[config.mk]
export PLATFORM = sky130hd
export DESIGN_NAME = seq_frame_tx_flat
export DESIGN_NICKNAME = d
export VERILOG_FILES = /design/src/rtl/seq_frame_tx_if.sv /design/src/rtl/seq_frame_tx.sv /design/src/flat_wrapper.sv
export SDC_FILE = /design/constraint.sdc
export NUM_CORES = 1
export LEC_CHECK = 0
export ABC_CLOCK_PERIOD_IN_PS = 3980
export CAP_MARGIN = 20
export CORE_ASPECT_RATIO = 2
export CORE_MARGIN = 2
export CORE_UTILIZATION = 50
export DETAILED_ROUTE_END_ITERATION = 8
export HOLD_SLACK_MARGIN = 0.1
export PLACE_DENSITY = 0.74
export SYNTH_ARGS = -nofsm -noshare
export SYNTH_HDL_FRONTEND = slang
export SYNTH_SLANG_ARGS = --single-unit
[constraint.sdc]
create_clock -name clk -period 3.98 [get_ports clk]
set_input_delay 1.194 -clock clk [delete_from_list [all_inputs] [get_ports clk]]
set_output_delay 1.194 -clock clk [all_outputs]
set_load 0.05 [all_outputs]
[src/rtl/seq_frame_tx_if.sv]
// Handshake and serial-output bundle for seq_frame_tx.
interface seq_frame_tx_if #(
  parameter int DATA_W = 8
);
  logic [DATA_W-1:0] in_data;
  logic              in_valid;
  logic              in_ready;
  logic              out_bit;
  logic              out_valid;
  logic              busy;
  logic              frame_done;

  // Producer / serial-consumer side
  modport master (
    output in_data, in_valid,
    input  in_ready, out_bit, out_valid, busy, frame_done
  );

  // Transmitter side
  modport slave (
    input  in_data, in_valid,
    output in_ready, out_bit, out_valid, busy, frame_done
  );
endinterface

[src/rtl/seq_frame_tx.sv]
// Serial frame transmitter: preamble, MSB-first payload, optional even
// parity, then a programmable idle gap. One bit per clock.
module seq_frame_tx #(
  parameter int          DATA_W    = 8,
  parameter logic [5:0]  PREAMBLE  = 6'b001100,
  parameter bit          PARITY_EN = 1'b1,
  parameter int          GAP       = 2
) (
  input  logic          clk,
  input  logic          reset_n,
  seq_frame_tx_if.slave bus
);

  localparam int MAXC = (DATA_W > GAP) ? ((DATA_W > 6) ? DATA_W : 6)
                                       : ((GAP > 6) ? GAP : 6);
  localparam int CW   = $clog2(MAXC + 1);
  // Bits still to send after the first preamble bit goes out on the handshake edge
  localparam int SRW  = DATA_W + 5 + int'(PARITY_EN);

  typedef enum logic [2:0] {ST_IDLE, ST_PRE, ST_DATA, ST_PAR, ST_GAP} state_t;

  state_t         state;
  logic [CW-1:0]  cnt;
  logic [SRW-1:0] sr;
  logic [SRW-1:0] sr_load;

  // Preamble tail, payload and parity packed into one shift register so every
  // frame bit is taken from the same MSB position.
  always_comb begin
    sr_load = '0;
    sr_load[SRW-1 -: (5 + DATA_W)] = {PREAMBLE[4:0], bus.in_data};
    if (PARITY_EN) sr_load[0] = ^bus.in_data;
  end

  // Frame sequencer with all outputs registered
  always_ff @(posedge clk or negedge reset_n) begin
    if (!reset_n) begin
      state          <= ST_IDLE;
      cnt            <= '0;
      sr             <= '0;
      bus.out_bit    <= 1'b1;
      bus.out_valid  <= 1'b0;
      bus.in_ready   <= 1'b0;
      bus.busy       <= 1'b0;
      bus.frame_done <= 1'b0;
    end else begin
      bus.frame_done <= 1'b0;
      case (state)
        ST_IDLE: begin
          if (bus.in_valid && bus.in_ready) begin
            state         <= ST_PRE;
            cnt           <= CW'(1);
            sr            <= sr_load;
            bus.out_bit   <= PREAMBLE[5];
            bus.out_valid <= 1'b1;
            bus.busy      <= 1'b1;
            bus.in_ready  <= 1'b0;
          end else begin
            bus.out_bit   <= 1'b1;
            bus.out_valid <= 1'b0;
            bus.busy      <= 1'b0;
            bus.in_ready  <= 1'b1;
          end
        end

        ST_PRE: begin
          bus.out_bit <= sr[SRW-1];
          sr          <= sr << 1;
          if (cnt == CW'(6)) begin
            state          <= ST_DATA;
            cnt            <= CW'(1);
            bus.frame_done <= (DATA_W == 1) && !PARITY_EN;
          end else begin
            cnt <= cnt + CW'(1);
          end
        end

        ST_DATA: begin
          if (cnt == CW'(DATA_W)) begin
            if (PARITY_EN) begin
              state          <= ST_PAR;
              bus.out_bit    <= sr[SRW-1];
              sr             <= sr << 1;
              bus.frame_done <= 1'b1;
            end else begin
              bus.out_bit   <= 1'b1;
              bus.out_valid <= 1'b0;
              cnt           <= CW'(1);
              if (GAP != 0) begin
                state        <= ST_GAP;
                bus.busy     <= 1'b1;
                bus.in_ready <= 1'b0;
              end else begin
                state        <= ST_IDLE;
                bus.busy     <= 1'b0;
                bus.in_ready <= 1'b1;
              end
            end
          end else begin
            bus.out_bit    <= sr[SRW-1];
            sr             <= sr << 1;
            cnt            <= cnt + CW'(1);
            bus.frame_done <= !PARITY_EN && (cnt == CW'(DATA_W - 1));
          end
        end

        ST_PAR: begin
          bus.out_bit   <= 1'b1;
          bus.out_valid <= 1'b0;
          cnt           <= CW'(1);
          if (GAP != 0) begin
            state        <= ST_GAP;
            bus.busy     <= 1'b1;
            bus.in_ready <= 1'b0;
          end else begin
            state        <= ST_IDLE;
            bus.busy     <= 1'b0;
            bus.in_ready <= 1'b1;
          end
        end

        ST_GAP: begin
          if (cnt == CW'(GAP)) begin
            state        <= ST_IDLE;
            bus.busy     <= 1'b0;
            bus.in_ready <= 1'b1;
          end else begin
            cnt <= cnt + CW'(1);
          end
        end

        default: begin
          state         <= ST_IDLE;
          bus.out_bit   <= 1'b1;
          bus.out_valid <= 1'b0;
          bus.busy      <= 1'b0;
          bus.in_ready  <= 1'b0;
        end
      endcase
    end
  end

endmodule

[src/flat_wrapper.sv]
// flat-port wrapper written by rule: the top's interface ports become plain ports
module seq_frame_tx_flat 
#(
  parameter int          DATA_W    = 8,
  parameter logic [5:0]  PREAMBLE  = 6'b001100,
  parameter bit          PARITY_EN = 1'b1,
  parameter int          GAP       = 2
)
  (clk, reset_n, bus_in_data, bus_in_valid, bus_in_ready, bus_out_bit, bus_out_valid, bus_busy, bus_frame_done);
  seq_frame_tx_if #(.DATA_W(DATA_W)) bus_i ();
  input  logic clk;
  input  logic reset_n;
  input wire logic [$bits(bus_i.in_data)-1:0] bus_in_data;
  input wire logic [$bits(bus_i.in_valid)-1:0] bus_in_valid;
  output wire logic [$bits(bus_i.in_ready)-1:0] bus_in_ready;
  output wire logic [$bits(bus_i.out_bit)-1:0] bus_out_bit;
  output wire logic [$bits(bus_i.out_valid)-1:0] bus_out_valid;
  output wire logic [$bits(bus_i.busy)-1:0] bus_busy;
  output wire logic [$bits(bus_i.frame_done)-1:0] bus_frame_done;
  assign bus_i.in_data = bus_in_data;
  assign bus_i.in_valid = bus_in_valid;
  assign bus_in_ready = bus_i.in_ready;
  assign bus_out_bit = bus_i.out_bit;
  assign bus_out_valid = bus_i.out_valid;
  assign bus_busy = bus_i.busy;
  assign bus_frame_done = bus_i.frame_done;
  seq_frame_tx #(.DATA_W(DATA_W), .PREAMBLE(PREAMBLE), .PARITY_EN(PARITY_EN), .GAP(GAP)) u_core (.clk(clk), .reset_n(reset_n), .bus(bus_i));
endmodule
==> flow_summary.toml, run 1 <==
[outcome]
run_status = "complete, no violations"

[pwr]
pwr-share-seq = 0.365
power_mw = 1.39
intPower_uw = 813
p_sw_uw = 579
powerDensity_nw_per_um2 = 793
swShare = 0.416
p_leak_nw = 0.795
pwr-share-comb = 0.477
max-vdd-ir-drop_v = 0.000367
p_clk_frac = 0.158

[die]
num_rows = 28
die_y_um = 83.0
core-area_um2 = 2980
start_util = 0.524
dieArea_um2 = 3610
die-width_um = 43.5
pin_count = 16

[timing]
relSlewSlack = 0.439
max_freq_mhz = 355
finalCritPeriodShare = 0.707
final_max_slew_viol_count = 0
finalHoldViolCount = 0
fin_tns_setup_ns = 0
period_minus_slack_ns = 2.82
grt_setup_unrepaired = "no"
finalSetupViolCount = 0
worst_pin_slew_ns = 0.842
fin_hold_ws_ns = 0.500
skew_ns = 0.00489
fin_ws_ns = 1.16

[cells_and_area]
syn_to_final_growth_pct = 12.6
n_fill_cell = 261
antenna_cells = 0
instances_no_fill = 195
finish.utilization = 0.589
drive_gt1_frac = 0.0970
nets = 180
fin_area_um2 = 1760

[synth]
synth-async-reset-ratio = 1.00
syn-instance-count = 155
synth_cell_type_count = 49
yosys.area.top_type = "dfrtp_1"
ys.flop_type = "dfrtp_1"
synth.cell_area_um2 = 1560
yosysSeqAreaShare = 0.418
syn-num-nets = 169
synth_top_area_frac = 0.401
synth-seq-cells = 26
yosys-top-cells-area = "dfrtp_1, mux2i_1, xnor2_1, o21ai_1, a22oi_1"
avgSynthCellArea_um2 = 10.1
yosysWarnings = 0
synth-edff-count = 0

[routing]
wirelength_mm = 3.06
drt_pass1_iterations = 4
final_antenna_net_count = 0
via_per_inst = 6.09
drt_iter0_markers = 15
wire_per_inst_um = 15.7
drc = 0
vias = 1188

[placed_design]
port_buffers = 15
dp.cells = 191
hpwl_mm = 2.26
pre_cts_ws_ns = 1.03
post_dp_cell_area_um2 = 1680
gp_congestion = 0.833

[clock_network]
ctsHoldBuffers = 0
insertion_delay_ns = 0.28
clk_pin_slew_worst_paths_ns = 0.09
numCtsBuffers = 3
ctsResizeCount = 0
cts.sinks = 26
cts_root_buffer = "clkbuf_8"
cts_setup_buffers = 0
h-tree-depth = 1
cts_buffer_depth = 2
cts_tree = "yes"

[global_routing]
grt_pass1_wl_mm = 5.28
antenna_found_initial = 0
grt_max_degree = 27
first_global_vias = 1199
grt.total_usage = 0.188
overflow = 0

[worst_setup_path]
end_kind = "primary output"
path_class = "flop to primary output"
path_buf_inv = 1
crit_arrival_ns = 1.62
critical-path-top-delay-family = "buffers and inverters"
worstPathRequired_ns = 2.79
cpMaxStageDelayCell = "clkdlybuf4s50_1"
critPathMaxStageDelay_ns = 0.80
path_cells = "clkdlybuf4s50_1"
crit_path_max_fanout = 2
crit_path_start_kind = "flop"

[flow_run]
drv_cap = 0

[min_path]
min_path_type = "flop to flop"
state kept, by name, summed over array words and instances (netlist names):
name,flops
u_core.sr,14
u_core.bus.in_ready,1
u_core.state,3
u_core.bus.out_valid,1
u_core.bus.busy,1
u_core.bus.frame_done,1
u_core.bus.out_bit,1
u_core.cnt,4
cell usage after synthesis (2+ instances only):
cell type	number
nand2_1	10
o21ai_0	5
buf_2	4
nor2b_1	6
xnor2_1	8
nor3b_2	2
mux2i_1	8
ha_1	3
nor2_1	9
a22oi_1	6
o22ai_1	4
a21oi_1	7
nand2b_1	4
o31ai_1	3
inv_1	6
a22o_1	2
nand3b_1	2
buf_6	3
dfrtp_1	25
o21ai_1	9
layer usage:
layer | vias up | routed length [um] | global-route usage | part of all wire
li1 | 573 | - | - | -
met5 | - | 0 | 0 | 0
met4 | 0 | 52 | 0.0689 | 0.017
met3 | 5 | 56 | 0.0217 | 0.018
met2 | 19 | 1820 | 0.354 | 0.60
met1 | 591 | 1130 | 0.199 | 0.37
worst paths after layout:
check,from,end,slack (ns),cells past startpoint
worst max register to register,u_core.state[0],u_core.sr[0],1.86,3
max in group asynchronous,reset_n,u_core.bus.out_bit,2.40,2
worst max-delay path,u_core.bus.out_bit,bus_out_bit,1.16,1
worst min register to register,u_core.sr[7],u_core.sr[7],0.50,2
min in group asynchronous,reset_n,u_core.cnt[0],1.28,2
worst min-delay path,u_core.sr[7],u_core.sr[7],0.50,2
logic make-up (layout without fill, tap and decap cells):
kind of cell	count (synthesis)	count (layout)	share of synthesized area
fa+ha+maj	4	4	0.0305
xor+xnor	9	9	0.0506
flops	26	26	0.418
simple gates	45	45	0.186
buf+inv	16	26	0.0594
mux	8	8	0.0514
compound gates	47	47	0.204
cell type report:
cell class                 count  area, um2  area share
multi-input combinational    113        815       0.464
sequential                    26        652       0.371
timing repair buffer          16        158      0.0898
clock buffer                   3       41.3      0.0235
tap                           30       37.5      0.0214
clock inverter                 1       30.0      0.0171
inverter                       6       22.5      0.0128
power by group through the flow:
stage	Combinational (mW)	Clock, mW	Sequential (mW)
after floorplan	0.540	0	0.513
after global routing	0.737	0.232	0.528
after detailed placement	0.671	0	0.511
after global placement	0.643	0	0.503
final	0.664	0.220	0.508
after CTS	0.674	0.222	0.508
worst min-delay path, stage by stage (launching register included):
cell     delay, ns
dfrtp_1       0.36
nand2_1       0.05
o21ai_1       0.06
layout by cell type (no fill, tap or decap), types with 2 or more instances in the layout:
master / Yosys / layout
o22ai_1: 4 / 4
nand3b_1: 2 / 2
nor2b_1: 6 / 6
nand2_1: 10 / 10
mux2i_1: 8 / 8
o31ai_1: 3 / 3
dfrtp_1: 25 / 25
nand2b_1: 4 / 4
ha_1: 3 / 3
a22oi_1: 6 / 6
o21ai_0: 5 / 5
nor2_1: 9 / 9
inv_1: 6 / 6
clkdlybuf4s50_1: 0 / 15
clkbuf_8: 0 / 3
a21oi_1: 7 / 7
o21ai_1: 9 / 9
xnor2_1: 8 / 8
nor3b_2: 2 / 2
a22o_1: 2 / 2
No activity file was read; power rests on OpenSTA's default activity.
==> run 2, diff against run 1 <==
ABC_CLOCK_PERIOD_IN_PS = 2450   (was 3980)
PLACE_DENSITY = 0.76   (was 0.74)
clock period = 2.45 ns   (was 3.98 ns; I/O delays follow)
==> run 2 against run 1 <==
  * Clock power increased by 25%
  * Combinational power grew 66%
  * Register-to-register slack worse by 1.4 ns
  * Utilization about the same
  * Hold slack lost 0.0015 ns
  * Clock skew shrank 0.0010 ns
  * Setup slack worse by 1.0 ns
  * Flip-flop and latch count unchanged
  * Critical endpoint unchanged
  * Largest cell class unchanged
  * Highest routed layer unchanged
==> flow_summary.toml, run 2 (synthesis gave the netlist of run 1 again) <==
[cells_and_area]
regArea_um2 = 652
antenna_cells = 0
finish.utilization = 0.589
nets = 182
layout_commonest_cell = "dfrtp_1"
drive_gt1_frac = 0.108
largest_register = "u_core.sr"
final_cell_mix = "dfrtp_1, clkdlybuf4s50_1, nand2_1"
reg_top3 = "u_core.sr x14, u_core.cnt x4, u_core.state x3"
instances_no_fill = 197
syn_to_final_growth_pct = 12.5
n_fill_cell = 273
largest_reg_flops = 14
multi_input_area_um2 = 815

[worst_setup_path]
end_kind = "primary output"
worstPathRequired_ns = 1.71
r2r_setup_slack_ns = 0.42
crit_path_start_kind = "flop"
timing.critical_path.to = "bus_out_bit"
crit_path_max_fanout = 2
path_depth = 1
r2r-start = "u_core.state[0]"
path_class = "flop to primary output"
timing.rr.end = "u_core.cnt[0]"
path_buf_inv = 1
reg2regPathDepth = 4
critPathMaxStageDelay_ns = 0.79
startpoint = "u_core.bus.out_bit"
crit_arrival_ns = 1.60
cpMaxStageDelayCell = "clkdlybuf4s50_1"
path_cells = "clkdlybuf4s50_1"
critical-path-top-delay-family = "buffers and inverters"

[timing]
finalCritPeriodShare = 0.952
final_max_slew_viol_count = 0
max_freq_mhz = 429
relSlewSlack = 0.443
grt_setup_unrepaired = "no"
fin_ws_ns = 0.116
finalSetupViolCount = 0
fin_hold_ws_ns = 0.499
skew_ns = 0.00384
period_minus_slack_ns = 2.33
worst_pin_slew_ns = 0.835
fin_tns_setup_ns = 0
finalHoldViolCount = 0

[clock_network]
cts_setup_buffers = 0
ctsResizeCount = 0
insertion_delay_ns = 0.27
cts_buffer_depth = 2
cts_root_buffer = "clkbuf_8"
numCtsBuffers = 3
h-tree-depth = 1
ctsHoldBuffers = 0
cts.sinks = 26
clk_pin_slew_worst_paths_ns = 0.09
cts_tree = "yes"

[flow_run]
drv_cap = 0

[die]
core-area_um2 = 2980
die-width_um = 43.5
num_rows = 28
start_util = 0.524
dieArea_um2 = 3610
die_y_um = 83.0
pin_count = 16

[routing]
via_per_inst = 6.04
vias = 1190
wire_per_inst_um = 15.2
drc = 0
drt_iter0_markers = 34
wirelength_mm = 2.99
final_antenna_net_count = 0
drt_pass1_iterations = 4

[outcome]
run_status = "complete, no violations"

[global_routing]
grt_pass1_wl_mm = 5.00
grt.total_usage = 0.177
overflow = 0
grt_max_degree = 27
first_global_vias = 1183
antenna_found_initial = 0

[pwr]
pwr-share-seq = 0.374
p_clk_frac = 0.125
powerDensity_nw_per_um2 = 1250
intPower_mw = 1.26
pwr-share-comb = 0.501
p_leak_nw = 0.798
p_sw_uw = 936
max-vdd-ir-drop_v = 0.000620
swShare = 0.426

[min_path]
min_path_type = "flop to flop"

[placed_design]
hpwl_mm = 2.31
gp_congestion = 0.842
pre_cts_ws_ns = 0.186
port_buffers = 15
dp.cells = 193
## run 2: cell type report
| cell class | count | share of cell area |
|---|---|---|
| Multi-Input combinational cell | 113 | 0.464 |
| Sequential cell | 26 | 0.372 |
| Timing Repair Buffer | 18 | 0.0984 |
| Tap cell | 30 | 0.0214 |
| Clock buffer | 4 | 0.0314 |
| Inverter | 6 | 0.0128 |
## run 2: worst min path at each step
stage,startpoint,to,slack [ns],cells after the start
detailed placement,u_core.sr[3],u_core.sr[3],0.49,2
floorplan,reset_n,u_core.bus.busy,0.44,0
finish,u_core.sr[4],u_core.sr[4],0.50,2
global placement,u_core.sr[5],u_core.sr[5],0.47,2
global route,u_core.sr[3],u_core.sr[3],0.52,2
CTS,u_core.sr[3],u_core.sr[3],0.51,2
## run 2: layer usage
metal,wire length [um],track usage,part of all wire
met4,80,0.0937,0.027
met1,1160,0.203,0.39
met2,1680,0.304,0.56
met3,65,0.0196,0.022
met5,0,0,0
## run 2: power by group through the flow
stage               clock network, mW  logic [mW]  registers [mW]
floorplan                           0       0.877           0.834
global placement                    0        1.06           0.814
detailed placement                  0        1.11           0.828
CTS                             0.281        1.11           0.820
global route                    0.298        1.22           0.849
finish                          0.275        1.10           0.822
## run 2: metrics by stage
step | cell area, um2 | total power, mW
2_1_floorplan | 1560 | 1.71
3_3_place_gp | 1700 | 1.88
3_5_place_dp | 1700 | 1.94
4_1_cts | 1750 | 2.22
5_1_grt | 1750 | 2.37
6_report | 1750 | 2.20
## run 2: tightest hold or removal path, stage by stage, from the launching register on
cell	delay (ns)
dfrtp_1	0.35
nand2_1	0.05
o21ai_1	0.07
